## src/rtl/cr_fifo_arb_pkg.sv

```systemverilog
// Shared types and width helpers for the FIFO write arbiter.
// State enum plus owner-index and burst-counter width functions.
package cr_fifo_arb_pkg;

  typedef enum logic [1:0] {
    IDLE  = 2'd0,
    BURST = 2'd1,
    STALL = 2'd2
  } state_t;

  function automatic int owner_w(input int n);
    return (n > 1) ? $clog2(n) : 1;
  endfunction

  // Must hold MAX_BURST itself, since the count saturates there.
  function automatic int cnt_w(input int m);
    return $clog2(m + 1);
  endfunction

endpackage

```

## src/rtl/cr_rr_pick.sv

```systemverilog
// Rotate-priority picker: first valid at or after ptr, wrapping.
// Ports: vld, ptr in; onehot, idx, any out. Purely combinational.
module cr_rr_pick #(
  parameter int N  = 4,
  parameter int IW = 2
) (
  input  logic [N-1:0]  vld,
  input  logic [IW-1:0] ptr,
  output logic [N-1:0]  onehot,
  output logic [IW-1:0] idx,
  output logic          any
);

  always_comb begin
    int j;
    j      = 0;
    onehot = '0;
    idx    = '0;
    any    = 1'b0;
    for (int k = 0; k < N; k++) begin
      j = int'(ptr) + k;
      if (j >= N) j = j - N;
      if (!any && vld[j]) begin
        any       = 1'b1;
        onehot[j] = 1'b1;
        idx       = IW'(j);
      end
    end
  end

endmodule

```

## src/rtl/cr_fifo_wr_arb.sv

```systemverilog
// Round-robin burst arbiter feeding one registered FIFO write port.
// Ports: src_vld/src_wdata/src_rdy, fifo_wen/wdata/full/afull, owner, err.
module cr_fifo_wr_arb
  import cr_fifo_arb_pkg::*;
#(
  parameter int N_SRC     = 4,
  parameter int DW        = 83,
  parameter int MAX_BURST = 4
) (
  input  logic                        clk,
  input  logic                        rst,
  input  logic                        en,
  input  logic [N_SRC-1:0]            src_vld,
  input  logic [N_SRC*DW-1:0]         src_wdata,
  output logic [N_SRC-1:0]            src_rdy,
  output logic                        fifo_wen,
  output logic [DW-1:0]               fifo_wdata,
  input  logic                        fifo_full,
  input  logic                        fifo_afull,
  output logic [owner_w(N_SRC)-1:0]   owner,
  output logic                        wr_ovf_err
);

  localparam int OW = owner_w(N_SRC);
  localparam int BW = cnt_w(MAX_BURST);
  localparam logic [OW-1:0] LAST = OW'(N_SRC - 1);
  localparam logic [BW-1:0] CMAX = BW'(MAX_BURST);
  localparam logic [BW-1:0] ONE  = BW'(1);

  state_t          state;
  state_t          nstate;
  logic [OW-1:0]   rr_ptr;
  logic [OW-1:0]   nrr;
  logic [OW-1:0]   nowner;
  logic [OW-1:0]   nxt_ptr;
  logic [BW-1:0]   burst_cnt;
  logic [BW-1:0]   ncnt;
  logic            throttle;
  logic [N_SRC-1:0] oh_rr;
  logic [N_SRC-1:0] oh_nx;
  logic [N_SRC-1:0] grant;
  logic [OW-1:0]   idx_rr;
  logic [OW-1:0]   idx_nx;
  logic [OW-1:0]   gidx;
  logic            any_rr;
  logic            any_nx;
  logic            take;

  assign throttle = !en | fifo_full | fifo_afull;
  assign nxt_ptr  = (owner == LAST) ? '0 : owner + 1'b1;

  cr_rr_pick #(.N(N_SRC), .IW(OW)) u_pick_rr (
    .vld    (src_vld),
    .ptr    (rr_ptr),
    .onehot (oh_rr),
    .idx    (idx_rr),
    .any    (any_rr)
  );

  cr_rr_pick #(.N(N_SRC), .IW(OW)) u_pick_nx (
    .vld    (src_vld),
    .ptr    (nxt_ptr),
    .onehot (oh_nx),
    .idx    (idx_nx),
    .any    (any_nx)
  );

  // STALL shares the BURST evaluation so a released stall
  // resumes in the same cycle with the held owner/count.
  always_comb begin
    nstate = state;
    nrr    = rr_ptr;
    nowner = owner;
    ncnt   = burst_cnt;
    grant  = '0;
    gidx   = owner;
    if (!rst) begin
      unique case (state)
        IDLE: begin
          if (!throttle && any_rr) begin
            grant  = oh_rr;
            gidx   = idx_rr;
            nowner = idx_rr;
            ncnt   = ONE;
            nstate = BURST;
          end
        end
        BURST, STALL: begin
          if (throttle) begin
            nstate = STALL;
          end else if (src_vld[owner] && burst_cnt < CMAX) begin
            grant[owner] = 1'b1;
            ncnt   = burst_cnt + 1'b1;
            nstate = BURST;
          end else begin
            // Handover: next owner granted this cycle.
            nrr = nxt_ptr;
            if (any_nx) begin
              grant  = oh_nx;
              gidx   = idx_nx;
              nowner = idx_nx;
              ncnt   = ONE;
              nstate = BURST;
            end else begin
              nstate = IDLE;
            end
          end
        end
        default: nstate = IDLE;
      endcase
    end
  end

  assign take    = |grant;
  assign src_rdy = grant;

  always_ff @(posedge clk or posedge rst) begin
    if (rst) begin
      state      <= IDLE;
      rr_ptr     <= '0;
      owner      <= '0;
      burst_cnt  <= '0;
      fifo_wen   <= 1'b0;
      fifo_wdata <= '0;
      wr_ovf_err <= 1'b0;
    end else begin
      state     <= nstate;
      rr_ptr    <= nrr;
      owner     <= nowner;
      burst_cnt <= ncnt;
      fifo_wen  <= take;
      if (take) fifo_wdata <= src_wdata[int'(gidx)*DW +: DW];
      if (fifo_wen && fifo_full) wr_ovf_err <= 1'b1;
    end
  end

endmodule

```

## config.mk

```make
export PLATFORM = sky130hd
export DESIGN_NAME = cr_fifo_wr_arb
export DESIGN_NICKNAME = d
export VERILOG_FILES = /design/src/rtl/cr_fifo_arb_pkg.sv /design/src/rtl/cr_rr_pick.sv /design/src/rtl/cr_fifo_wr_arb.sv
export SDC_FILE = /design/constraint.sdc
export NUM_CORES = 1
export LEC_CHECK = 0
export CAP_MARGIN = 25
export CORE_AREA = 2 2 169 171
export DETAILED_ROUTE_END_ITERATION = 8
export DIE_AREA = 0 0 171 173
export PLACE_DENSITY_LB_ADDON = 0.2
export RECOVER_POWER = 100
export SETUP_SLACK_MARGIN = 0.4
export SKIP_LAST_GASP = 1
export SYNTH_ARGS = -nofsm -noshare
export SYNTH_HDL_FRONTEND = slang
export SYNTH_SLANG_ARGS = --single-unit
```

## constraint.sdc

```tcl
create_clock -name clk -period 3.45 [get_ports clk]
set_input_delay 0.5175 -clock clk [delete_from_list [all_inputs] [get_ports clk]]
set_output_delay 0.5175 -clock clk [all_outputs]
set_load 0.02 [all_outputs]
```

==> qor.json <==
{
  "status": {
    "outcome": "finished clean"
  },
  "cts": {
    "root_buffer": "clkbuf_16",
    "clock_sink_count": 94,
    "cts.path.max_buffers": 2,
    "holdBufCountCts": 0,
    "tritoncts": "done",
    "clock_network_latency_to_the_later_pin_of_the_worst_skew_pair_ps": 350,
    "cts_h_tree_depth": 3,
    "cts.clk_slew.worst_paths_ps": 80,
    "tritoncts.num_buffers": 9
  },
  "die": {
    "die-area_sq_um": 29600,
    "fp-row-count": 61,
    "start_util": 0.257,
    "core_area_sq_um": 27600,
    "num_io_pins": 432,
    "fp.dieH_microns": 173,
    "die_w_microns": 171
  },
  "worst_setup_path": {
    "worstPathArrival_ps": 3650,
    "worst-path-max-fanout": 5,
    "crit_required_ps": 3680,
    "critPathLaunchType": "register",
    "worstReg2RegStart": "owner[0]",
    "criticalPathCategory": "register to register",
    "startpoint": "owner[0]",
    "minimum_setup_slack_among_reg_to_reg_paths_ps": 30,
    "worst_r2r_endpoint": "fifo_wdata[4]",
    "crit_path_end": "fifo_wdata[4]",
    "worst_setup_path_end_kind": "register",
    "rr_worst_depth": 14
  },
  "route": {
    "dr.first_iter.drc_count": 231,
    "route.detailed.vias_per_inst": 4.71,
    "dr.pass1.iters": 5,
    "drc_errors": 0,
    "antenna_violating_nets_post_route": 0,
    "detail_route.wl_per_cell_microns": 20.6,
    "route.vias.total": 6498,
    "drt_wl_total_mm": 28.5
  },
  "synth": {
    "synthesis.instances": 488,
    "synth.distinct_cells": 60,
    "asyncSetResetFlopFracSynth": 1.00,
    "synth_compound_area_frac": 0.0689,
    "yosys_warnings": 0,
    "proportion_of_synthesized_area_in_mux_cells": 0.455,
    "post_synth_instance_area_sq_um": 7100,
    "seq_area_frac_synth": 0.331,
    "synth_area_per_cell_sq_um": 14.6,
    "synth_xor_xnor_area_share": 0,
    "dominant_combinational_cell_family_by_area_after_synthesis": "multiplexers",
    "synthesized_netlist_net_count": 843,
    "share_of_synthesized_cell_area_in_and_or_nand_and_nor_gates": 0.0633,
    "synthesis_stage_register_bit_count": 94,
    "synthFlopType": "dfrtp_1",
    "synthAdderAreaFrac": 0.0247,
    "synth_enable_flop_cells": 0
  },
  "final_layout": {
    "filler_cell_count": 2524,
    "combined_area_of_the_multi_input_logic_cells_sq_um": 4590,
    "ff_latch_area_sq_um": 2350,
    "layout-area-overhead-vs-synth_pct": 88.2,
    "fin_nets": 1350,
    "layout-drive-gt1-share": 0.347
  },
  "pwr": {
    "powerDensity_nw_per_um2": 805,
    "power.total_w": 0.0108,
    "max-vdd-ir-drop_v": 0.000349,
    "p_leak_nw": 5.54
  },
  "global_routing": {
    "first_global_vias": 6981,
    "grt_first_pass_wirelength_mm": 42.2,
    "groute.usage.overall": 0.191,
    "largest_net_degree_at_the_start_of_global_routing": 95,
    "antenna_violations_before_repair": 1,
    "overflow": 0
  },
  "timing": {
    "tightestPinTransition_ps": 1330,
    "slew_viol_final": 0,
    "final-hold-violation-count": 0,
    "final_min_period_over_clock_period": 0.991,
    "rsz0062_at_grt": "yes",
    "timing.hold.ws_ps": 472,
    "slew_headroom": 0.113,
    "fmax_mhz": 293,
    "setup_viol_count_final": 0,
    "finClkSkew_ps": 10.7,
    "period_needed_ps": 3420
  },
  "hold_path": {
    "min-delay-path-class": "register to register"
  },
  "place": {
    "routabilityCongestion": 0.868,
    "port_buffers": 431,
    "detailed_place_hpwl_mm": 22.3
  },
  "run": {
    "drv.max_cap_violation_count": 0
  }
}
==> final cells by class <==
type / count / area share
Inverter: 14 / 0.00468
Antenna cell: 1 / 0.000187
Clock buffer: 10 / 0.0171
Tap cell: 378 / 0.0354
Sequential cell: 94 / 0.176
Multi-Input combinational cell: 336 / 0.344
Timing Repair Buffer: 540 / 0.417
Clock inverter: 6 / 0.00562
==> synthesized netlist by cell type, drive strengths merged (5+ instances only) <==
library cell | n | share of area
mux4 | 89 | 0.28
nand2b | 10 | 0.0088
buf | 33 | 0.044
dfrtp | 94 | 0.33
clkbuf | 11 | 0.0058
mux2i | 7 | 0.010
nor2 | 12 | 0.0063
mux2 | 86 | 0.16
inv | 14 | 0.0074
nor2b | 6 | 0.0053
nand2 | 15 | 0.0079
a21oi | 6 | 0.0048
ha | 14 | 0.025
o21ai | 13 | 0.0092
nor3 | 6 | 0.0042
o211ai | 5 | 0.0060
==> per-layer routing <==
metal  global-route usage  share of wire  wire [microns]  up-vias
li1                     -              -               -     2980
met1                0.224           0.39           11100     3215
met2                0.341           0.52           14800      274
met3               0.0501          0.071            2020       29
met4               0.0501          0.020             572        0
met5                    0              0               0        -
==> logic make-up (layout without fill, tap and decap cells) <==
family	count (synthesis)	in the layout
flip-flops	94	94
adder cells (fa/ha/maj)	14	14
multiplexers	182	182
other	0	1
buffers and inverters	58	570
AND/OR/NAND/NOR	76	76
AO/OA/AOI/OAI	64	64
==> repair_timing <==
item,in CTS,in global routing
gates resized for setup,65,17
endpoints found under the setup margin,88,88
buffers inserted,16,0
cloned,9,1
pin swaps,10,3
==> layout by cell type, fill, tap and decap left out, types with 5 or more instances in the layout <==
cell,n
dfrtp_1,93
clkbuf_16,10
nor2_1,11
buf_6,15
buf_16,8
clkdlybuf4s50_1,336
a21oi_1,5
buf_12,14
nand2b_1,10
mux4_2,89
ha_1,11
mux2_2,27
mux2_4,59
nor3_1,5
o21ai_0,11
nand2_1,14
inv_1,8
nor2b_1,5
buf_4,67
dlygate4sd3_1,87
==> state kept, by name (all words and copies together), names as in the netlist <==
register / cells
burst_cnt: 3
state: 2
rr_ptr: 2
owner: 2
fifo_wen: 1
fifo_wdata: 83
wr_ovf_err: 1
==> critical path, stage by stage, from the launching register on <==
cell,delay [ps]
dfrtp_2,450
inv_4,70
ha_4,290
mux4_2,570
buf_4,170
nand2_1,70
o31ai_1,60
a211o_1,260
a32o_2,280
nor4b_4,230
buf_6,160
buf_4,130
buf_8,120
buf_4,130
mux2_2,330
==> report_power, final <==
part,total [W],switching (W),internal [W]
registers,0.00198,0.000312,0.00167
clock network,0.00104,0.000468,0.000575
logic,0.00774,0.00334,0.00439
total,0.0108,0.00412,0.00664
==> how the worst min path moves through the flow <==
stage | start | slack [ps] | cells after the start | end
floorplan | burst_cnt[2] | 450 | 2 | burst_cnt[2]
global placement | wr_ovf_err | 450 | 1 | wr_ovf_err
detailed placement | wr_ovf_err | 470 | 1 | wr_ovf_err
CTS | wr_ovf_err | 480 | 1 | wr_ovf_err
global route | fifo_wen | 510 | 1 | wr_ovf_err
finish | wr_ovf_err | 470 | 1 | wr_ovf_err
==> through the flow <==
step	util	area (sq um)	setup slack [ps]	TNS [ps]	cells
after floorplan	-	7300	20.9	0	488
after CTS	0.481	13300	65.5	0	1377
after detailed placement	0.452	12500	-462	-35990	1336
after global placement	0.452	12500	-469	-36430	1336
final	0.484	13400	32.2	0	1379
after global routing	0.484	13400	-70.2	-1460	1379
No activity file was read; power rests on OpenSTA's default activity.
